--- src/rtl/key_debounce.sv ---
// Push-button front end: sync, debounce and one-shot press pulses for four keys.
// Optional auto-repeat on keys 0/1 is built when KEY_AUTOREPEAT_EN is defined.

module key_debounce_lane #(
    parameter int unsigned DEBOUNCE_CYCLES = 1000000,
    parameter int unsigned REPEAT_DELAY    = 25000000,
    parameter int unsigned REPEAT_PERIOD   = 5000000,
    parameter bit          REPEAT          = 1'b0
) (
    input  logic clk_i,
    input  logic rst_n_i,
    input  logic key_n_i,
    output logic press_o,
    output logic level_o
);
    localparam int unsigned CW = $clog2(DEBOUNCE_CYCLES);
    localparam logic [CW-1:0] CNT_MAX = CW'(DEBOUNCE_CYCLES - 1);

    logic          sync1_q, sync2_q;
    logic          stable_q, stable_d;
    logic [CW-1:0] cnt_q, cnt_d;
    logic          level_q, press_q, press_d;
    logic          flip, release_evt, rpt_fire;

    // Any mismatch cycle that is not a run of DEBOUNCE_CYCLES restarts from zero.
    always_comb begin
        cnt_d    = '0;
        stable_d = stable_q;
        flip     = 1'b0;
        if (sync2_q != stable_q) begin
            if (cnt_q == CNT_MAX) begin
                flip     = 1'b1;
                stable_d = sync2_q;
            end else begin
                cnt_d = cnt_q + 1'b1;
            end
        end
    end

    assign release_evt = flip & sync2_q;
    assign press_d     = (flip & ~sync2_q) | rpt_fire;

`ifdef KEY_AUTOREPEAT_EN
    if (REPEAT) begin : g_rpt
        localparam int unsigned RMAX = (REPEAT_DELAY > REPEAT_PERIOD) ? REPEAT_DELAY : REPEAT_PERIOD;
        localparam int unsigned RW   = $clog2(RMAX + 1);
        logic [RW-1:0] rcnt_q, rcnt_d, target;
        logic          armed_q, armed_d, fire;

        // First repeat waits REPEAT_DELAY, later ones REPEAT_PERIOD; release wins over a due pulse.
        always_comb begin
            rcnt_d  = '0;
            armed_d = 1'b0;
            fire    = 1'b0;
            target  = armed_q ? RW'(REPEAT_PERIOD - 1) : RW'(REPEAT_DELAY - 1);
            if (level_q && !release_evt) begin
                armed_d = armed_q;
                if (rcnt_q == target) begin
                    fire    = 1'b1;
                    armed_d = 1'b1;
                end else begin
                    rcnt_d = rcnt_q + 1'b1;
                end
            end
        end

        always_ff @(posedge clk_i or negedge rst_n_i) begin
            if (!rst_n_i) begin
                rcnt_q  <= '0;
                armed_q <= 1'b0;
            end else begin
                rcnt_q  <= rcnt_d;
                armed_q <= armed_d;
            end
        end

        assign rpt_fire = fire;
    end else begin : g_no_rpt
        logic [31:0] unused_rpt_cfg;
        assign unused_rpt_cfg = REPEAT_DELAY ^ REPEAT_PERIOD ^ {31'b0, release_evt};
        assign rpt_fire       = 1'b0;
    end
`else
    logic [31:0] unused_rpt_cfg;
    assign unused_rpt_cfg = REPEAT_DELAY ^ REPEAT_PERIOD ^ {30'b0, REPEAT, release_evt};
    assign rpt_fire       = 1'b0;
`endif

    always_ff @(posedge clk_i or negedge rst_n_i) begin
        if (!rst_n_i) begin
            sync1_q  <= 1'b1;
            sync2_q  <= 1'b1;
            stable_q <= 1'b1;
            cnt_q    <= '0;
            level_q  <= 1'b0;
            press_q  <= 1'b0;
        end else begin
            sync1_q  <= key_n_i;
            sync2_q  <= sync1_q;
            stable_q <= stable_d;
            cnt_q    <= cnt_d;
            level_q  <= ~stable_d;
            press_q  <= press_d;
        end
    end

    assign press_o = press_q;
    assign level_o = level_q;
endmodule

module key_debounce #(
    parameter int unsigned DEBOUNCE_CYCLES = 1000000,
    parameter int unsigned REPEAT_DELAY    = 25000000,
    parameter int unsigned REPEAT_PERIOD   = 5000000
) (
    input  logic       Clock,
    input  logic       Reset_n,
    input  logic [3:0] KEY_n,
    output logic [3:0] key_press,
    output logic [3:0] key_level
);
    // Keys 0/1 (up/down) are the only ones eligible for auto-repeat.
    for (genvar i = 0; i < 4; i++) begin : g_key
        key_debounce_lane #(
            .DEBOUNCE_CYCLES(DEBOUNCE_CYCLES),
            .REPEAT_DELAY   (REPEAT_DELAY),
            .REPEAT_PERIOD  (REPEAT_PERIOD),
            .REPEAT         (i < 2)
        ) u_lane (
            .clk_i  (Clock),
            .rst_n_i(Reset_n),
            .key_n_i(KEY_n[i]),
            .press_o(key_press[i]),
            .level_o(key_level[i])
        );
    end
endmodule
--- config.mk ---
export PLATFORM = sky130hd
export DESIGN_NAME = key_debounce
export DESIGN_NICKNAME = d
export VERILOG_FILES = /design/src/rtl/key_debounce.sv
export SDC_FILE = /design/constraint.sdc
export NUM_CORES = 1
export LEC_CHECK = 0
export CAP_MARGIN = 30
export CORE_ASPECT_RATIO = 0.5
export CORE_MARGIN = 4
export CORE_UTILIZATION = 40
export CTS_BUF_LIST = sky130_fd_sc_hd__clkbuf_8
export DETAILED_ROUTE_END_ITERATION = 12
export PLACE_DENSITY = 0.55
export SLEW_MARGIN = 15
export SYNTH_ARGS = -nofsm -noshare
export SYNTH_HDL_FRONTEND = slang
export SYNTH_SLANG_ARGS = --single-unit
--- constraint.sdc ---
create_clock -name Clock -period 3.3 [get_ports Clock]
set_clock_uncertainty 0.1 [all_clocks]
set_input_delay 0.99 -clock Clock [delete_from_list [all_inputs] [get_ports Clock]]
set_output_delay 0.99 -clock Clock [all_outputs]
set_load 0.03 [all_outputs]
=== Word level (Yosys, flattened, before mapping) ===
Index checks and enable logic that the tools add are counted.

* Output and inout port bits: 8
* Register bits: 100
* Word-level logic and storage cells: 72

* Add/subtract/negate cells: 4
* Bitwise operators: 12
* Mux-type cells: 24
* Equal/unequal tests: 8

{| class="wikitable"
|+ Operator list
! kind !! number
|-
| $mux 20 || 8
|-
| $add 20x1->20 const B || 4
|-
| $eq 20x20->1 const B || 4
|-
| $mux 1 || 16
|-
| $not 1->1 || 8
|-
| $and 1x1->1 || 4
|-
| $ne 1x1->1 || 4
|}

=== Depth between registers and ports, before layout ===
* Word-level depth: 4
* Gate-level depth with buffers: 7
* Gate-level depth less buffers: 5

=== Hierarchy ===
A second synthesis with hierarchy kept.

* Cells, all modules: 472
* Area total of the unflattened synthesis: 4699.5 µm²

{| class="wikitable"
|+ Modules (own cells, without submodules)
! module !! cells an instance !! seq. area each (µm²) !! area an instance (µm²) !! instances
|-
| key_debounce_lane || 118 || 629.4 || 1174.9 || 4
|}

=== Least setup slack after synthesis ===
OpenSTA, ideal clock, no wires.

* Path kind: flip-flop to flip-flop
* Start: reg g_key[1].u_lane.cnt_q[12]
* End: reg g_key[1].u_lane.stable_q
* Cell stages (with the launch flop): 5
* Data required time: 3118 ps
* Slack: 1171 ps
* Data arrival time: 1947 ps
* Period minus slack after synthesis: 2129 ps
* Cells stage by stage: dfrtp_1 -> or4_1 -> or4_4 -> nor2_4 -> mux2_2

* Word-level cells in the longest chain between the ends: 3

{| class="wikitable"
|+ RTL lines
! what !! RTL line !! RTL
|-
| start: declaration || 21 || <nowiki>logic [CW-1:0] cnt_q, cnt_d;</nowiki>
|-
| start signal: assignment || 101 || <nowiki>cnt_q <= cnt_d;</nowiki>
|-
| $eq 20x20->1 || 31 || <nowiki>if (cnt_q == CNT_MAX) begin</nowiki>
|-
| $mux 1 || 31 ||
|-
| $mux 1 || 30 || <nowiki>if (sync2_q != stable_q) begin</nowiki>
|-
| via g_key[1].u_lane.stable_d || 20 || <nowiki>logic stable_q, stable_d;</nowiki>
|-
| end signal: assignment || 100 || <nowiki>stable_q <= stable_d;</nowiki>
|-
| end: declaration || 20 ||
|}

The timed path passes the listed nets, and every way through them passes these cells.

=== Worst setup path after layout ===
* Start: reg g_key[3].u_lane.level_q
* End: out key_level[3]

{| class="wikitable"
|+ RTL lines
! what !! RTL line !! RTL
|-
| start: declaration || 22 || <nowiki>logic level_q, press_q, press_d;</nowiki>
|-
| start signal: assignment || 102 || <nowiki>level_q <= ~stable_d;</nowiki>
|-
| end: declaration || 120 || <nowiki>output logic [3:0] key_level</nowiki>
|}

No word-level cell between the ends.

==> reports/summary.md <==
The largest fanout on the critical path came out at 1. The highest routing layer actually used was met4. Subtracting the final worst setup slack from the clock period gives 2.48 ns. Class of the worst hold path: flip-flop to flip-flop. The flow ran to the end, and the final reports show no timing, DRC or antenna violations. Once the clock tree was built, the setup fixing pass inserted 0 buffers. The die height was 85.2 µm; the global placer's final weighted congestion was 0.762.

The count of placed standard cells in the final layout, fillers left out is 643. Worst hold margin: 0.262 ns. The area added between synthesis and finish is 10.0%. Critical path's slowest cell: clkdlybuf4s50_1. Clock-pin slew was measured on the worst setup and hold paths at 0.09 ns. The count of input and output buffers was 13.

Buffers inserted during clock tree synthesis total 9. The logs give 1,061 for the total of fill cells in the finished design and 479 for the total nets after synthesis. The part of the cycle the worst path needs is 0.751. Setup repair after global routing left no endpoint under its margin. Synthesized cell area: 4760 µm². Once detail routing completed, the nets flagged for antenna violations numbered 0. For this block, the via count after detailed routing is 3,257. The first global-routing pass estimated 15,200 µm of wire.

The top cell types in the final layout, fill and taps aside, are 88 x dfrtp_1, 74 x nor2_1, 42 x xnor2_1. The region available for standard cell placement spans 11,300 µm². The total of flip-flops plus latches after synthesis works out to 100.

After synthesis, the netlist uses 42 different library cells. For this run, the top clock speed supported by timing is 0.403 GHz. The tools report the number of iterations in the first detailed-routing pass as 4.

Start of the worst register-to-register path: g_key[3].u_lane.cnt_q[0]. 0 antenna diodes ended up in the layout. The logs give 0.421 for the effective utilization at floorplan and 0.98 ns for the internal reg-to-reg setup slack. The per-cell routed wire length works out to 13.1 µm. After detailed routing, the wire length on met1 is 4440 µm. Grouping stages by cell kind, the critical path spends the most delay in buffers and inverters.

Detailed-route wire length: 8420 µm. The tools report the endpoint of the most critical setup path as key_level[3]. The net count of the finished layout is 489.

Using the TritonRoute via totals, the vias-per-cell ratio works out to 5.07. In the detailed route, the total length drawn on met3 is 249 µm. Placement-stage cell area: 5030 µm². The largest incremental delay on the critical path works out to 0.67 ns.

The worst register-to-register path ends at g_key[3].u_lane.cnt_q[10]. The run gives 0 as the final-report setup violation count. The worst setup path is captured at an output pin.

TritonCTS built the clock tree. In the routed design, unresolved DRC markers number 0. The max-slew violation total from the final report is 0, and the combined buffer and inverter count along the critical path is 1.

The tools report the total track usage as 0.134. For the initial antenna violation count, the log shows 0. The most common cell after layout, fill and taps aside was dfrtp_1.

Type of the worst setup path: flip-flop to output pin. For the depth of the CTS H-tree, the log shows 3. The worst-case reg-to-reg path depth was 6; the share of layout cells above drive strength 1 was 0.105.

No sink is reached through more buffers than the 2 on the longest clock path. After floorplanning, the core was divided into 27 placement rows. The critical path goes through clkdlybuf4s50_1. VDD sags by at most 0.211 mV. In the detailed route, the total length drawn on met2 is 3630 µm. The clock reaches the later pin of the worst-skew pair after 0.36 ns. The finished cells cover 5240 µm².

Entering global routing, the biggest net connects 63 pins. The placed wire-length estimate is 5610 µm, and the final count of hold timing violations is 0. Data on the critical path is required at its endpoint by 2.21 ns. In this run the power density over the cells is 413 nW/µm². At the worst endpoint, the arrival time is 1.39 ns.

Number of stages on the worst setup path: 1. The count of mapped cells out of synthesis is 469, and the number of sinks on the clock net is 100. The sequential share of the synthesized area came out at 0.529.

The via count of the first global-routing pass is 3,203, and the final standard cell utilization of the core is 0.463. The tool flagged a number of max-cap violations equal to 0. For the pin with the worst max-slew slack, the measured transition is 0.752 ns. For this run, the number of Yosys warnings is 0. Width of the die: 162 µm. The critical path starts at g_key[3].u_lane.level_o. A synthesized cell averages 10.2 µm². For the cell leakage power, the log shows 0.00197 µW. The overall die area was 13,800 µm²; the aggregate global routing overflow was 0.

For the final routed database, the setup TNS stands at 0 ns. After clock tree synthesis, the repair step resized 0 gates. 14 I/O pins were placed. Critical path startpoint category: a flip-flop.

The worst slew slack as a fraction of its limit is 0.495. The cell at the root of the clock tree is clkbuf_8. In this run, the number of DRC markers left after iteration 0 of detailed routing was 237. Hold repair after CTS inserted 0 buffers. For the total instance count after detailed placement, the log shows 627.
## power breakdown
part	internal (µW)	switching (µW)	total [µW]
clock	419	406	825
sequential	1250	16.6	1260
combinational	24.5	51.2	75.7
total	1690	474	2160
## stage by stage
step                      power, µW  worst slack (ns)
after floorplan                1320              1.17
after global placement         1360              1.01
after detailed placement       1370             0.974
after CTS                      2210             0.781
after global routing           2280             0.745
final                          2160             0.820
## cells in the mapped netlist (all sizes together)
library cell	count	area [µm²]
o31ai	9	67.6
and2	1	6.26
buf	12	86.3
clkbuf	7	26.3
nor2b	1	6.26
nor3	17	85.1
or2	5	31.3
nor2	75	289
nor4b	3	26.3
dfstp	12	315
and4	1	8.76
xnor2	42	368
mux2	4	45.0
and3	7	45.1
mux2i	8	80.1
inv	18	67.6
xor2	15	131
or4	12	93.8
o21ai	12	71.3
nor4bb	2	20.0
and3b	1	8.76
nand2	22	82.6
nand4b	1	8.76
a21oi	15	75.1
dfrtp	88	2200
a31o	2	17.5
nor4	17	106
or4b	2	20.0
ha	4	50.1
nand4	20	125
or3	7	43.8
nand3	27	153
## final cells by class
cell class / instances / area (µm²) / share of cell area
clock inverters: 7 / 85.1 / 0.0162
clock buffers: 9 / 124 / 0.0236
flip-flops and latches: 100 / 2520 / 0.480
repair buffers: 18 / 178 / 0.0339
inverters: 18 / 67.6 / 0.0129
multi-input cells: 332 / 2070 / 0.395
well taps: 159 / 199 / 0.0380
## flip-flops by register name, indices dropped and copies added, names as in the netlist
name and flops:
g_key.u_lane.press_o 4, g_key.u_lane.cnt_q 80, g_key.u_lane.sync1_q 4, g_key.u_lane.level_o 4, g_key.u_lane.stable_q 4, g_key.u_lane.sync2_q 4
## worst min path at each step
| stage | from | cells past startpoint | slack (ns) | end |
|---|---|---|---|---|
| final | g_key[2].u_lane.sync1_q | 0 | 0.26 | g_key[2].u_lane.sync2_q |
| after global routing | g_key[2].u_lane.sync1_q | 0 | 0.27 | g_key[2].u_lane.sync2_q |
| after CTS | g_key[0].u_lane.sync1_q | 0 | 0.26 | g_key[0].u_lane.sync2_q |
| after detailed placement | g_key[3].u_lane.sync1_q | 0 | 0.25 | g_key[3].u_lane.sync2_q |
| after global placement | g_key[2].u_lane.sync1_q | 0 | 0.25 | g_key[2].u_lane.sync2_q |
| after floorplan | g_key[0].u_lane.sync1_q | 0 | 0.25 | g_key[0].u_lane.sync2_q |
## layer usage
layer | global-route usage | up-vias
li1 | - | 1652
met1 | 0.192 | 1573
met5 | 0 | -
met2 | 0.197 | 23
met3 | 0.0427 | 9
met4 | 0.0368 | 0
## logic make-up after synthesis
family / synth area share
adder cells (fa/ha/maj): 0.0105
buffers and inverters: 0.0378
multiplexers: 0.0263
flip-flops: 0.528
AND/OR/NAND/NOR: 0.244
AO/OA/AOI/OAI: 0.0486
XOR/XNOR: 0.105
(Power assumes the default switching activity.)
